<file path="config.mk">
export PLATFORM = sky130hd
export DESIGN_NAME = memwb_skid_stage
export DESIGN_NICKNAME = d
export VERILOG_FILES = /design/src/rtl/memwb_pkg.sv /design/src/rtl/memwb_slot.sv /design/src/rtl/memwb_skid_stage.sv
export SDC_FILE = /design/constraint.sdc
export NUM_CORES = 1
export LEC_CHECK = 0
export ABC_AREA = 1
export BUFFER_PORTS_ARGS = -buffer_cell sky130_fd_sc_hd__buf_4
export CAP_MARGIN = 20
export CORE_ASPECT_RATIO = 0.7
export CORE_MARGIN = 4
export CORE_UTILIZATION = 45
export DETAILED_ROUTE_END_ITERATION = 8
export PLACE_DENSITY = 0.78
export REMOVE_ABC_BUFFERS = 1
export SLEW_MARGIN = 10
export SYNTH_ARGS = -nofsm -noshare
export SYNTH_HDL_FRONTEND = slang
export SYNTH_HIERARCHICAL = 1
export SYNTH_SLANG_ARGS = --single-unit
</file>
<file path="constraint.sdc">
create_clock -name CLK -period 4.5 [get_ports CLK]
set_clock_uncertainty 0.1 [all_clocks]
set_input_delay 0.45 -clock CLK [delete_from_list [all_inputs] [get_ports CLK]]
set_output_delay 0.45 -clock CLK [all_outputs]
set_load 0.01 [all_outputs]
</file>
<file path="src/rtl/memwb_pkg.sv">
// Shared types and defaults for the MEM/WB skid stage.
package memwb_pkg;

  localparam int XLEN_DEF       = 32;
  localparam int REG_ADDR_W_DEF = 5;

  // Occupancy of the stage: nothing, main slot only, main plus skid
  typedef enum logic [1:0] {
    EMPTY = 2'd0,
    FULL  = 2'd1,
    SKID  = 2'd2
  } memwb_state_e;

  // Default-width payload as carried from MEM to WB
  typedef struct packed {
    logic [XLEN_DEF-1:0]       ReadData;
    logic [XLEN_DEF-1:0]       ALUOut;
    logic                      RegWrite;
    logic                      MemtoReg;
    logic [REG_ADDR_W_DEF-1:0] WriteReg;
  } memwb_payload_t;

  // Payload width for a given datapath / register-index width
  function automatic int payload_width(input int xlen, input int reg_addr_w);
    return 2 * xlen + reg_addr_w + 2;
  endfunction

endpackage

</file>
<file path="src/rtl/memwb_slot.sv">
// One payload-wide storage slot with load enable; clears to zero on reset.
module memwb_slot #(
  parameter int W = 73
) (
  input  logic         clk,
  input  logic         rst,
  input  logic         ld,
  input  logic [W-1:0] d,
  output logic [W-1:0] q
);

  logic [W-1:0] data_d, data_q;

  // Next value: take new payload only when loaded
  always_comb begin
    data_d = data_q;
    if (ld) data_d = d;
  end

  // Storage register
  always_ff @(posedge clk or posedge rst) begin
    if (rst) data_q <= '0;
    else     data_q <= data_d;
  end

  assign q = data_q;

endmodule

</file>
<file path="src/rtl/memwb_skid_stage.sv">
// MEM/WB pipeline register with valid/ready handshake, synchronous flush
// and a 2-entry skid buffer so ReadyM is a flop, never a path from ReadyW.
// Optional stall counter on StallCntW when MEMWB_STALL_CNT_EN is defined.
module memwb_skid_stage
  import memwb_pkg::*;
#(
  parameter int XLEN       = XLEN_DEF,
  parameter int REG_ADDR_W = REG_ADDR_W_DEF,
  parameter int CNT_W      = 16
) (
  input  logic                  CLK,
  input  logic                  Reset,
  input  logic                  FlushM,
  input  logic                  ValidM,
  output logic                  ReadyM,
  input  logic [XLEN-1:0]       RD,
  input  logic [XLEN-1:0]       ALUOutM,
  input  logic                  RegWriteM,
  input  logic                  MemtoRegM,
  input  logic [REG_ADDR_W-1:0] WriteRegM,
  output logic                  ValidW,
  input  logic                  ReadyW,
  output logic [XLEN-1:0]       ReadDataW,
  output logic [XLEN-1:0]       ALUOutW,
  output logic                  RegWriteW,
  output logic                  MemtoRegW,
  output logic [REG_ADDR_W-1:0] WriteRegW
`ifdef MEMWB_STALL_CNT_EN
  ,
  output logic [CNT_W-1:0]      StallCntW
`endif
);

  localparam int PW = payload_width(XLEN, REG_ADDR_W);

  typedef struct packed {
    logic [XLEN-1:0]       ReadData;
    logic [XLEN-1:0]       ALUOut;
    logic                  RegWrite;
    logic                  MemtoReg;
    logic [REG_ADDR_W-1:0] WriteReg;
  } payload_t;

  memwb_state_e state_d, state_q;
  logic         valid_d, valid_q;
  logic         ready_d, ready_q;
  logic         acc, ret;
  logic         main_ld, skid_ld, main_from_skid;
  payload_t     in_pl, main_pl, skid_pl, main_in;

  assign in_pl = '{ReadData: RD, ALUOut: ALUOutM, RegWrite: RegWriteM,
                   MemtoReg: MemtoRegM, WriteReg: WriteRegM};

  // Next state and slot loads; flush overrides every handshake
  always_comb begin
    acc            = ValidM & ready_q;
    ret            = valid_q & ReadyW;
    state_d        = state_q;
    main_ld        = 1'b0;
    skid_ld        = 1'b0;
    main_from_skid = 1'b0;
    case (state_q)
      EMPTY: if (acc) begin
        state_d = FULL;
        main_ld = 1'b1;
      end
      FULL: begin
        if (acc && ret)  main_ld = 1'b1;
        else if (ret)    state_d = EMPTY;
        else if (acc) begin
          state_d = SKID;
          skid_ld = 1'b1;
        end
      end
      SKID: if (ret) begin
        // skid entry is older than anything upstream, so it moves up first
        state_d        = FULL;
        main_ld        = 1'b1;
        main_from_skid = 1'b1;
      end
      default: state_d = EMPTY;
    endcase
    if (FlushM) begin
      state_d = EMPTY;
      main_ld = 1'b0;
      skid_ld = 1'b0;
    end
    valid_d = (state_d != EMPTY);
    ready_d = (state_d != SKID);
    main_in = main_from_skid ? skid_pl : in_pl;
  end

  // State plus registered handshake outputs
  always_ff @(posedge CLK or posedge Reset) begin
    if (Reset) begin
      state_q <= EMPTY;
      valid_q <= 1'b0;
      ready_q <= 1'b1;
    end else begin
      state_q <= state_d;
      valid_q <= valid_d;
      ready_q <= ready_d;
    end
  end

  memwb_slot #(.W(PW)) u_main (
    .clk (CLK),
    .rst (Reset),
    .ld  (main_ld),
    .d   (main_in),
    .q   (main_pl)
  );

  memwb_slot #(.W(PW)) u_skid (
    .clk (CLK),
    .rst (Reset),
    .ld  (skid_ld),
    .d   (in_pl),
    .q   (skid_pl)
  );

  assign ReadyM    = ready_q;
  assign ValidW    = valid_q;
  assign ReadDataW = main_pl.ReadData;
  assign ALUOutW   = main_pl.ALUOut;
  assign RegWriteW = main_pl.RegWrite & valid_q;
  assign MemtoRegW = main_pl.MemtoReg;
  assign WriteRegW = main_pl.WriteReg;

`ifdef MEMWB_STALL_CNT_EN
  logic [CNT_W-1:0] cnt_d, cnt_q;

  // Saturating count of cycles where WB holds a valid transfer back
  always_comb begin
    cnt_d = cnt_q;
    if (valid_q && !ReadyW && (cnt_q != {CNT_W{1'b1}})) cnt_d = cnt_q + 1'b1;
  end

  // Counter register; only reset clears it
  always_ff @(posedge CLK or posedge Reset) begin
    if (Reset) cnt_q <= '0;
    else       cnt_q <= cnt_d;
  end

  assign StallCntW = cnt_q;
`endif

endmodule

</file>
* Yosys cells after proc, flatten, opt, wreduce, memory -nomap -nowiden *
Cells that the tools add are included.

word-level totals
  register bits after elaboration = 146
  input port bits = 76
  output and inout port bits = 73
  word-level logic and storage cells = 32

cells by class
  equal/unequal tests = 3
  mux-type cells = 18
  bitwise logic cells = 3
  reductions and logical operators = 3

operators with widths
  kind                                           number
  two-way mux 71 bit                             1
  two-way mux 2 bit                              6
  two-way mux 1 bit                              9
  one-hot mux 2 bit (3 select lines)             1
  AND 1 bit                                      3
  one-hot mux 1 bit (3 select lines)             1
  == test 2 x 1 -> 1 bit, second input constant  1
  == test 2 bit, second input constant           1
  zero test 2 bit                                1
  != test 2 bit, second input constant           1
  nonzero test 2 bit                             1
  logical AND 1 bit                              1

* Logic depth before layout (Yosys ltp) *
  depth in word-level cells = 7
  gate-level depth with buffers = 9
  gate-level depth less buffers = 7

* By module *
Netlist, hierarchy kept.

by module, submodules not included
  module            instances  cells an instance  area each (um^2)  seq. area each (um^2)
  memwb_slot        2          301                2712.6            1776.7
  memwb_skid_stage  1          261                1249.9            101.3

* Least setup slack after synthesis *
Ideal clock, no wire load.

  path type = reg2reg
  from = reg valid_q, in the netlist ValidW
  to = reg u_main.data_q[0], in the netlist u_main/q[0]
  library setup time = 0.117 ns
  arrival time = 1.391 ns
  data required time = 4.283 ns
  setup slack = 2.893 ns
  cell stages (with the launch flop) = 9
  buffers on the path = 3
  period minus slack after synthesis = 1.607 ns
  cell sequence = dfrtp_1 nand4_4 clkbuf_2 a21oi_1 buf_4 inv_6 buf_6 nand2_1 nand2_1

between the ends
  cells in the longest elaborated chain, start to end = 5
  elaborated cells between the ends (all ways) = 8
  those cells by class = mux: 6; bitwise: 1; reduce/logical: 1

ends and longest elaborated chain
  what                                    RTL line                 RTL
  start: declaration                      memwb_skid_stage.sv:45   logic valid_d, valid_q;
  start signal: assignment                memwb_skid_stage.sv:101  valid_q <= valid_d;
  AND 1 bit (*)                           memwb_skid_stage.sv:57   ret = valid_q & ReadyW;
  logical AND 1 bit                       memwb_skid_stage.sv:68   if (acc && ret) main_ld = 1'b1;
  two-way mux 1 bit                       memwb_skid_stage.sv:68
  one-hot mux 1 bit (3 select lines) (*)  memwb_skid_stage.sv:62   case (state_q)
  two-way mux 1 bit (*)                   memwb_skid_stage.sv:83   if (FlushM) begin
  via main_ld                             memwb_skid_stage.sv:48   logic main_ld, skid_ld, main_from_skid;
  end signal: assignment                  memwb_slot.sv:23         else data_q <= data_d;
  end: declaration                        memwb_slot.sv:12         logic [W-1:0] data_d, data_q;

Mark *: on every way through the listed nets, which the timed path passes. The rest lies on a longest branch.
A chain may end at the register's enable or synchronous reset.

* Final worst setup path *
  from = reg state_q[0]
  to = reg u_main.data_q[5], in the netlist u_main/q[5]

between the ends
  cells in the longest elaborated chain, start to end = 3
  elaborated cells between the ends (all ways) = 7
  those cells by class = eq/ne: 2; mux: 4; reduce/logical: 1

ends and longest elaborated chain
  what                                    RTL line                 RTL
  start: declaration                      memwb_skid_stage.sv:44   memwb_state_e state_d, state_q;
  start signal: assignment                memwb_skid_stage.sv:100  state_q <= state_d;
  == test 2 bit (tied with other cells)   memwb_skid_stage.sv:62
  one-hot mux 1 bit (3 select lines) (*)  memwb_skid_stage.sv:62
  two-way mux 1 bit (*)                   memwb_skid_stage.sv:83
  via main_ld                             memwb_skid_stage.sv:48

Marks and branches as above.

==> results.ini <==
[placed_design]
io_buffers = 148
pre_cts_ws_ns = 1.82
dpl.cell_count = 1162
globalplace.congestion = 0.778
dp_hpwl_mm = 9.98

[setup_path]
critPathRequiredTime_ns = 4.68
crit_chain = inv_2, nand4_4, a21oi_4, inv_6, nand2_1, nand2_1
crit_path_max_fanout = 71
worstSetupPathType = flip-flop to flip-flop
crit_path_frequent_cell = nand2_1
end_kind = flip-flop
cpMaxStageDelayCell = a21oi_4
crit_buf_inv = 2
path_delay_family = compound AO/OA/AOI/OAI gates
worstSetupStartpointType = flip-flop
cp.arrival_ns = 2.83
rrSetupSlack_ns = 1.85
max_stage_delay_ns = 0.79

[synthesis]
ys_ff_latch = 146
yosys_warnings = 6
synth-edff-count = 0
postSynthCellCount = 863
synth_area_leaders = dfrtp_1 (54%), nand2_1 (29%), o21ai_1 (5.2%)
ys_async_sr_fraction_pct = 100
yosysSeqAreaShare_pct = 54.8
synth_top_area_cell = dfrtp_1
syn_area_per_cell_sq_um = 7.73
yosysMostFrequentCell = nand2_1
synth_commonest_cells = nand2_1 (507), dfrtp_1 (145), inv_1 (80)
syn_area_sq_mm = 0.00668
synth_cell_types = 17
synth_top_area_share_pct = 54.4
ys.flop_type = dfrtp_1

[clock_tree]
tritoncts = done
post-cts-setup-buffer-count = 0
cts_max_level = 4
cts_resized = 0
clk_pin_slew_worst_paths_ns = 0.06
numCtsBuffers = 17
clock_path_buffers = 2
ctsHoldBuffers = 1
root_buffer = clkbuf_16
insertion_delay_ns = 0.40
cts_num_sinks = 146

[power_and_ir_drop]
p_leak_uw = 0.00478
p_per_area_mw_per_mm2 = 550
irDropWorstVdd_v = 0.000245
fin_total_pwr_uw = 4580

[global_route]
grt_max_degree = 98
grt_antenna_before_repair = 0
grt_overflow = 0
grt_pass1_wl_mm = 25.6
grt_pass1_vias = 5158
grt_usage_pct = 18.9

[flow_run]
maxCapViolCount = 0

[timing]
period_share_pct = 58.9
hold_violations = 0
setup_slack_ns = 1.85
setup_tns_ns = 0
rsz0062_at_grt = no
slew_violations = 0
tightest_slew_ns = 0.972
min_period_ns = 2.65
fmax_mhz = 377
slew_headroom_pct = 35.2
setup_viol = 0

[layout]
drive_above_1_share_pct = 19.3
layout.cells.non_filler = 1194
n_antenna_cell = 0
fin_nets = 1068
syn2layout_area_growth_pct = 24.8

[drt]
routed_via_density = 4.65
drt-initial-drc-count = 320
wl_per_cell_um = 13.0
ant_nets = 0
drc = 0
drt-total-wl_mm = 15.5
vias = 5548
drt-pass1-iter-count = 4

[min_path]
min-delay-path-class = primary input to flip-flop

[die]
die_y_um = 110
initial_core_util_pct = 46.9
ios = 149
rows = 36
die_w_um = 154
dieArea_sq_mm = 0.0169
core_sq_mm = 0.0142

[status]
status = complete, no violations

worst min-delay path, stage by stage:
cell and delay, ns:
buf_4 0.08, nand2_1 0.04, nand2_1 0.05
registers in the layout (all words and copies together), names as in the netlist:
| signal | count |
|---|---|
| u_main/q | 71 |
| u_skid/q | 71 |
| state_q | 2 |
| ReadyM | 1 |
| ValidW | 1 |
area by class of cell:
class / count / area (sq um)
clock buffer: 21 / 460
clock inverter: 10 / 134
fill: 1284 / 5900
inverter: 83 / 324
multi-input combinational: 589 / 2350
sequential: 146 / 3650
tap: 190 / 238
timing repair buffer: 155 / 1170
metal layers:
| layer | track usage, % | share of wire, % | vias to the layer above |
|---|---|---|---|
| li1 | - | - | 2839 |
| met1 | 27.2 | 49 | 2520 |
| met2 | 28.2 | 42 | 178 |
| met3 | 5.47 | 8.2 | 11 |
| met4 | 4.54 | 0.78 | 0 |
| met5 | 0 | 0 | - |
per-stage QoR:
step / utilization [%] / cell area (sq um) / hold slack [ns]
floorplan: - / 6310 / 0.115
global placement: 54.3 / 7720 / 0.266
detailed placement: 54.3 / 7720 / 0.267
CTS: 58.5 / 8330 / 0.136
global route: 58.5 / 8330 / 0.133
finish: 58.5 / 8330 / 0.146
layout by cell type, fill, tap and decap left out:
cell type      count
nand2_1          507
buf_4            154
dfrtp_1          145
inv_1             78
o21ai_1           69
clkbuf_16         17
clkinv_2           6
nand3_1            5
bufinv_16          3
o21ai_2            2
nor2_1             2
clkbuf_8           2
clkinvlp_4         2
clkbuf_1           2
inv_6              2
dfstp_2            1
inv_2              1
a21oi_1            1
nand4_4            1
nor2_4             1
a21oi_4            1
clkinv_4           1
dlygate4sd3_1      1
final timing paths:
| check | cells past startpoint | end | start |
|---|---|---|---|
| max | 6 | u_main/q[5] | state_q[0] |
| max reg2reg | 6 | u_main/q[5] | state_q[0] |
| min reg2reg | 2 | u_skid/q[22] | u_skid/q[22] |
| max in group asynchronous | 4 | u_main/q[7] | Reset |
| min | 3 | u_skid/q[44] | RD[5] |
| min in group asynchronous | 3 | ValidW | Reset |
cell families (layout without fill, tap and decap cells):
family	after synthesis	count (layout)	share of synthesized area [%]
buffers and inverters	128	269	10.3
AOI/OAI and AO/OA	73	73	5.59
and+or+nand+nor	516	516	29.4
DFF	146	146	54.8
report_power, final:
group	switching [uW]	leakage, uW	total [uW]	internal (uW)
clock network	518	0.000289	1410	895
registers	266	0.00183	2050	1780
logic	610	0.00267	1110	503
total	1390	0.00478	4580	3180
Note: power is estimated with default switching activity, not from simulation.
